**config.mk**
```make
export PLATFORM = sky130hd
export DESIGN_NAME = instr_fetch_decode
export DESIGN_NICKNAME = d
export VERILOG_FILES = /design/src/rtl/instr_fetch_decode_pkg.sv /design/src/rtl/instr_fetch_decode_pc_reg.sv /design/src/rtl/instr_fetch_decode.sv
export SDC_FILE = /design/constraint.sdc
export NUM_CORES = 1
export LEC_CHECK = 0
export BUFFER_PORTS_ARGS = -buffer_cell sky130_fd_sc_hd__buf_2
export CAP_MARGIN = 20
export CORE_MARGIN = 5
export CORE_UTILIZATION = 46
export CTS_BUF_LIST = sky130_fd_sc_hd__clkbuf_16
export CTS_CLUSTER_DIAMETER = 40
export CTS_CLUSTER_SIZE = 25
export DETAILED_ROUTE_END_ITERATION = 6
export HOLD_SLACK_MARGIN = 0.05
export PLACE_DENSITY = 0.82
export RECOVER_POWER = 25
export SLEW_MARGIN = 20
export SYNTH_ARGS = -nofsm -noshare
export SYNTH_HDL_FRONTEND = slang
export SYNTH_SLANG_ARGS = --single-unit
```
**constraint.sdc**
```tcl
create_clock -name clk -period 2 [get_ports clk]
set_input_delay 0.1 -clock clk [delete_from_list [all_inputs] [get_ports clk]]
set_output_delay 0.1 -clock clk [all_outputs]
set_load 0.02 [all_outputs]
```
**src/rtl/instr_fetch_decode_pkg.sv**
```systemverilog
// Shared types for the instruction fetch/decode block: FSM states,
// instruction field layout and the halt opcode.
package instr_fetch_decode_pkg;

  localparam int unsigned INSTR_W = 16;
  localparam int unsigned OPC_W   = 6;
  localparam int unsigned REG_W   = 1;
  localparam int unsigned IMM_W   = 9;

  localparam logic [OPC_W-1:0] OP_HLT = 6'b000000;

  typedef enum logic [2:0] {
    ST_IDLE  = 3'd0,
    ST_FETCH = 3'd1,
    ST_WAIT  = 3'd2,
    ST_ISSUE = 3'd3,
    ST_HALT  = 3'd4
  } state_t;

  // Instruction word layout, MSB first: opcode [15:10], reg_sel [9], imm [8:0]
  typedef struct packed {
    logic [OPC_W-1:0] opcode;
    logic [REG_W-1:0] reg_sel;
    logic [IMM_W-1:0] imm;
  } instr_t;

endpackage

```
**src/rtl/instr_fetch_decode_pc_reg.sv**
```systemverilog
// Program counter: synchronous reset, redirect load, and increment that
// wraps modulo 2^ADDR_W.
module pc_reg #(
  parameter int unsigned         ADDR_W   = 10,
  parameter logic [ADDR_W-1:0]   PC_RESET = '0
) (
  input  logic              clk,
  input  logic              rst,
  input  logic              load,
  input  logic              inc,
  input  logic [ADDR_W-1:0] target,
  output logic [ADDR_W-1:0] pc
);

  always_ff @(posedge clk) begin
    if (rst) begin
      pc <= PC_RESET;
    end else if (load) begin
      pc <= target;
    end else if (inc) begin
      pc <= pc + ADDR_W'(1);
    end
  end

endmodule

```
**src/rtl/instr_fetch_decode.sv**
```systemverilog
// Single-issue instruction fetch and field decode: requests a word at the PC,
// holds it in IR and presents the raw fields until the consumer accepts.
module instr_fetch_decode
  import instr_fetch_decode_pkg::*;
#(
  parameter int unsigned       ADDR_W   = 10,
  parameter logic [ADDR_W-1:0] PC_RESET = '0
) (
  input  logic               clk,
  input  logic               rst,
  input  logic               start,
  output logic               mem_req,
  output logic [ADDR_W-1:0]  mem_addr,
  input  logic [INSTR_W-1:0] mem_rdata,
  input  logic               mem_valid,
  output logic               dec_valid,
  input  logic               dec_ready,
  output logic [OPC_W-1:0]   opcode,
  output logic               reg_sel,
  output logic [IMM_W-1:0]   imm,
  input  logic               br_taken,
  input  logic [ADDR_W-1:0]  br_target,
  output logic [ADDR_W-1:0]  pc,
  output logic               busy,
  output logic               halted
);

  state_t              state, state_nxt;
  instr_t              ir;
  logic                ir_load;
  logic                pc_load;
  logic                pc_inc;
  logic [ADDR_W-1:0]   pc_q;

  pc_reg #(
    .ADDR_W   (ADDR_W),
    .PC_RESET (PC_RESET)
  ) u_pc_reg (
    .clk    (clk),
    .rst    (rst),
    .load   (pc_load),
    .inc    (pc_inc),
    .target (br_target),
    .pc     (pc_q)
  );

  // State register
  always_ff @(posedge clk) begin
    if (rst) begin
      state <= ST_IDLE;
    end else begin
      state <= state_nxt;
    end
  end

  // Next state and register-update strobes
  always_comb begin
    state_nxt = state;
    ir_load   = 1'b0;
    pc_load   = 1'b0;
    pc_inc    = 1'b0;
    case (state)
      ST_IDLE:  if (start) state_nxt = ST_FETCH;
      ST_FETCH: state_nxt = ST_WAIT;
      ST_WAIT: begin
        if (mem_valid) begin
          ir_load   = 1'b1;
          state_nxt = ST_ISSUE;
        end
      end
      ST_ISSUE: begin
        if (dec_ready) begin
          if (ir.opcode == OP_HLT) begin
            state_nxt = ST_HALT;
          end else begin
            pc_load   = br_taken;
            pc_inc    = ~br_taken;
            state_nxt = ST_FETCH;
          end
        end
      end
      ST_HALT:  state_nxt = ST_HALT;
      default:  state_nxt = ST_IDLE;
    endcase
  end

  // Instruction register and status flags, registered from the next state
  always_ff @(posedge clk) begin
    if (rst) begin
      ir        <= '0;
      mem_req   <= 1'b0;
      dec_valid <= 1'b0;
      busy      <= 1'b0;
      halted    <= 1'b0;
    end else begin
      if (ir_load) ir <= instr_t'(mem_rdata);
      mem_req   <= (state_nxt == ST_FETCH) || (state_nxt == ST_WAIT);
      dec_valid <= (state_nxt == ST_ISSUE);
      busy      <= (state_nxt == ST_FETCH) || (state_nxt == ST_WAIT) ||
                   (state_nxt == ST_ISSUE);
      halted    <= (state_nxt == ST_HALT);
    end
  end

  assign mem_addr = pc_q;
  assign pc       = pc_q;
  assign opcode   = ir.opcode;
  assign reg_sel  = ir.reg_sel;
  assign imm      = ir.imm;

endmodule

```
# Yosys cells after proc, flatten, opt, wreduce, memory -nomap -nowiden
# Index checks and enable logic that the tools add are counted.
[op_classes]
eq_ne = 8
bitwise = 1
addsub = 1
reduce_logical = 5
muxes = 15
[op_table]
columns = ["op", "count"]
rows = [
  ["$mux W10", 2],
  ["$pmux W3 S5", 1],
  ["$eq A3 B2 Y1 const B", 4],
  ["$mux W3", 4],
  ["$add A10 B1 Y10 const B", 1],
  ["$mux W1", 8],
  ["$eq A3 B1 Y1 const B", 2],
  ["$eq A3 B3 Y1 const B", 2],
  ["$logic_not A6 Y1", 1],
  ["$logic_not A3 Y1", 1],
  ["$logic_or A1 B1 Y1", 2],
  ["$reduce_bool A2 Y1", 1],
  ["$not A1 Y1", 1],
]
[word_totals]
inputBits = 32
word_cells = 39
out_inout_bits = 40
regBits = 33

# Longest topological paths before layout
[logic_depth]
ltp_word = 7
depth_mapped = 6
depth_no_buf = 5

# Cells and area by module
# A second synthesis with hierarchy kept.
[hier_totals]
cells_unflattened = 183
hier_area_um2 = 1542.7
[by_module_without_submodules]
columns = ["mod", "cells_per_inst", "n_inst", "area_each_um2", "seq_area_each_um2"]
rows = [
  ["instr_fetch_decode", 115, 1, 979.7, 460.4],
  ["pc_reg", 68, 1, 563.0, 200.2],
]

# Least setup slack after synthesis
# No wires, ideal clock.
[synth_path]
kind = "flip-flop to flip-flop"
startpoint = "register u_pc_reg.pc[0]"
endpoint = "register u_pc_reg.pc[8]"
period_less_slack_ps = 1510
path_buffers = 0
path_stages_with_launch = 6
setup_time_ps = 132
arrival_time_ps = 1378
required_time_ps = 1868
slack_ps = 490
path_cell_list = "dfxtp_1 > ha_1 > nand3_1 > or2_2 > a21oi_1 > o32ai_1"
[synth_between]
elab_chain_cells = 3
[synth_lines]
columns = ["item", "line_no", "rtl"]
rows = [
  ["from (decl)", "instr_fetch_decode_pc_reg.sv:12", "output logic [ADDR_W-1:0] pc"],
  ["from (signal assigned)", "instr_fetch_decode_pc_reg.sv:19", "pc <= target;"],
  ["from (signal assigned)", "instr_fetch_decode_pc_reg.sv:21", "pc <= pc + ADDR_W'(1);"],
  ["$add A10 B1 Y10", "instr_fetch_decode_pc_reg.sv:21", ""],
  ["$mux W10", "instr_fetch_decode_pc_reg.sv:20", "end else if (inc) begin"],
  ["$mux W10", "instr_fetch_decode_pc_reg.sv:18", "end else if (load) begin"],
]
# No other way between the ends. The select of a mux whose other input is x is not followed.
# A chain may end at the register's enable or synchronous reset.

# Worst setup path after layout
[layout_path]
startpoint = "register ir, in the netlist opcode[0]"
endpoint = "register mem_req"
[layout_between]
elab_chain_cells = 6
elab_cells_between_ends = 7
[layout_lines]
columns = ["item", "line_no", "rtl"]
rows = [
  ["from (decl)", "instr_fetch_decode.sv:29", "instr_t ir;"],
  ["from (signal assigned)", "instr_fetch_decode.sv:96", "if (ir_load) ir <= instr_t'(mem_rdata);"],
  ["$logic_not A6 Y1 (*)", "instr_fetch_decode.sv:73", "if (ir.opcode == OP_HLT) begin"],
  ["$mux W3 (*)", "instr_fetch_decode.sv:73", ""],
  ["$mux W3 (*)", "instr_fetch_decode.sv:72", "if (dec_ready) begin"],
  ["$pmux W3 S5 (*)", "instr_fetch_decode.sv:62", "case (state)"],
  ["$eq A3 B1 Y1 / $eq A3 B2 Y1 (equally long branches)", "instr_fetch_decode.sv:97", "mem_req <= (state_nxt == ST_FETCH) || (state_nxt == ST_WAIT);"],
  ["$logic_or A1 B1 Y1 (*)", "instr_fetch_decode.sv:97", ""],
  ["to (signal assigned)", "instr_fetch_decode.sv:97", ""],
  ["to (decl)", "instr_fetch_decode.sv:12", "output logic mem_req,"],
]
# Mark *: on every way between the ends. The rest lies on a longest branch, timed or not.

==> results.txt <==
----------------------------------------------------
[Outcome]
  Outcome ... finished, final reports clean

[Floorplanning]
  Height of the chip ... 67.6 um
  Row cnt ... 21
  Chip Width ... 67.6 um
  Placeable core region ... 3280 um2
  Initial Util ... 46.5%
  Top-Level Pins ... slightly above 70
  Floorplan die area ... 4570 um2

[Final layout]
  Number of flip-flops in the largest register ... 10
  Fraction of final layout cells with drive strength greater than 1 ... 26.0%
  Fillers ... 308
  Antenna cells ... 0
  Total area of sequential cells ... 661 um2
  Final standard cell utilization of the core ... 59.9%
  Nets ... ~290
  Most frequent cells in the layout ... sky130_fd_sc_hd__buf_2, sky130_fd_sc_hd__nand2_1, sky130_fd_sc_hd__dfxtp_1, sky130_fd_sc_hd__a21oi_1, sky130_fd_sc_hd__clkbuf_1
  Footprint of the multi-input gates ... 744 um2
  Area Overhead vs Synth ... 28.7%
  Most frequent standard cell in the layout excluding fill and tap cells ... sky130_fd_sc_hd__buf_2

[Clock network]
  Inserted Clock Buffers ... 5
  Number of gates resized after cts ... 0
  Clock tree from TritonCTS ... built
  Clock latency of the later-clocked register in the worst-skew pair ... 0.27 ns
  CTS root buffer ... sky130_fd_sc_hd__clkbuf_16
  Clk sinks ... 33
  Buffers inserted during post-CTS setup optimization ... 0
  Bufs on Longest Clock Path ... 2
  Clock transition at the registers of the reported paths ... 0.05 ns
  Clock H-tree levels ... 2
  Hold buffer count at cts ... 0

[Route]
  Number of nets still failing antenna checks after routing ... 0
  WL final ... 3790 um
  Routed length per placed instance ... ~13 um
  Violation count after the first detailed-routing iteration ... 227
  Detailed-route vias per instance ... 5.14
  Detailed-router iteration count before antenna repair ... 5
  Detailed-route DRC error count ... 0
  Vias post-DR ... 1,542

[STA]
  Final min period ... around 1.8 ns
  Maximum achievable frequency ... ~0.57 GHz
  Portion of the clock cycle consumed by the worst path in the final layout ... between 80% and 90%
  Worst Skew ... approximately 0.0047 ns
  Slack of the critical path ... 0.241 ns
  Total setup violations reported at the end of the flow ... 0
  Setup TNS ... 0 ns
  Final hold violations ... 0
  Unrepaired setup endpoints after global routing ... false
  Transition time at the pin with the least slew margin ... 0.594 ns
  Headroom to the max-slew limit ... 60.3%
  Pins Over Slew Limit ... 0

[Placement]
  HPWL after detailed placement ... ~2600 um
  IO buf count ... approximately 70
  Worst slack at placement ... about 0.26 ns
  Final weighted congestion of routability-driven global placement ... between 0.8 and 0.9

[Critical path]
  Launching element type of the critical path ... flop
  Critical Path RT ... 2.16 ns
  Arrival time worst endpoint ... 1.92 ns
  Maximum fanout encountered on the critical timing path ... 13
  Category of the critical setup timing path ... flop to flop
  Type of destination of the critical path ... flop

[Synthesis]
  Xor/xnor share of the synthesized area ... 0%
  Portion of synthesized cell area occupied by the leading cell type ... 43.2%
  Post-Synthesis Mean Instance Area ... 7.79 um2
  Net count after synthesis ... 229
  Fraction of synthesized area in multiplexers ... 1.39%
  Largest family of logic cells by synthesized area ... simple AND/OR/NAND/NOR gates
  Share of the synthesized area in compound gates (AO/OA/AOI/OAI) ... 20.6%
  Sequential share of the synthesized area ... 43.2%
  Yosys synthesis warning count ... 0
  Number of register bits inferred by synthesis ... 33
  Number of instances in the synthesized netlist ... approximately 200
  Post-synth cell types ... 36
  Adder-cell area share of the yosys netlist ... 0.819%
  Post-Synth Simple-Gate Area ... 26.0%
  Dominant cells by area after synthesis ... sky130_fd_sc_hd__dfxtp_1, sky130_fd_sc_hd__nand2_1, sky130_fd_sc_hd__a21oi_1
  Top cell type by total area after synthesis ... sky130_fd_sc_hd__dfxtp_1
  Post-synthesis cell area ... 1530 um2

[Global route]
  Overflow left after global routing ... 0
  Initial antenna violation count ... 0
  First-pass GRT wire length ... 5770 um
  Vias in the first global route ... 1,314
  All-Layer GR Usage ... between 15 and 20%
  Pin count of the biggest net entering global routing ... 27

[Power]
  Switching power total ... 376 uW
  Switching share of power ... roughly 22%
  Internal power contribution ... 1330 uW
  Static Leakage ... about 0.0008 uW
  Power density cells ... 868 nW/um2
  VDD IR max ... 0.534 mV
  Register share of total power ... between 40% and 50%
  Relative contribution of combinational cells to total power ... 10.3%
  Clock network fraction of total power ... 48.6%

[Hold path]
  Class of the tightest hold or removal check ... input port to flop

[Run]
  Max_cap viols ... 0

----------------------------------------------------
## power by group through the flow
stage	registers (uW)	logic, uW	clock network (uW)
after floorplan	740	88.8	0
after global placement	713	179	0
after detailed placement	714	181	0
after CTS	701	181	845
after global routing	705	195	884
final	702	175	830
## synthesized netlist by cell type, drive strengths merged
cell type and count:
mux2i 1, o211ai 1, nand3 5, o32ai 2, nand4 2, o21a 1
mux2 1, o21ai 7, a21bo 1, o31ai 2, a221oi 1, nor3b 1
nand2b 3, a211oi 2, o41ai 2, ha 1, a31oi 4, a21boi 1
buf 13, or3 2, a21oi 27, inv 1, nor2 10, and3 6
and4b 1, clkbuf 8, nor4 3, or2 2, nand2 48, and2 2
nor3 1, o311ai 1, dfxtp 33
## area by class of cell
cell class	instances	area share [%]
Timing Repair Buffer	72	17.3
Clock buffer	5	6.36
Multi-Input combinational cell	141	37.8
Sequential cell	33	33.6
Clock inverter	2	1.78
Tap cell	46	2.93
Inverter	1	0.191
## final timing paths
check / slack (ns) / end / cells after the start / from
hold reg to reg: 0.45 / imm[3] / 2 / imm[3]
hold / removal: 0.06 / imm[5] / 3 / mem_rdata[5]
setup reg to reg: 0.24 / mem_req / 4 / opcode[0]
setup / recovery: 0.24 / mem_req / 4 / opcode[0]
## stage by stage
stage / power, uW / std cells / area (um2) / hold slack [ns]
after CTS: 1730 / 300 / 1990 / 0.0559
final: 1710 / 300 / 1970 / 0.0595
after floorplan: 828 / 196 / 1530 / 0.189
after global placement: 892 / 293 / 1830 / 0.340
after detailed placement: 895 / 293 / 1830 / 0.347
after global routing: 1780 / 300 / 1970 / 0.0622
## routing by layer
layer | vias up | GRT usage [%] | share of wire (%)
li1 | 789 | - | -
met1 | 677 | 19.3 | 42
met2 | 69 | 27.5 | 46
met5 | - | 0 | 0
met4 | 0 | 5.57 | 1.4
met3 | 7 | 7.65 | 10
## cell families after synthesis
group	count (synthesis)
DFF	33
muxes	2
AOI/OAI and AO/OA	52
adders and majority gates	1
and+or+nand+nor	86
buffers and inverters	22
## critical path: stages (launching register included)
cell and delay (ns):
sky130_fd_sc_hd__dfxtp_1 0.33, sky130_fd_sc_hd__nor4_2 0.41, sky130_fd_sc_hd__a21bo_1 0.39, sky130_fd_sc_hd__o21ai_0 0.21, sky130_fd_sc_hd__mux2_2 0.30
(Power assumes the default switching activity.)
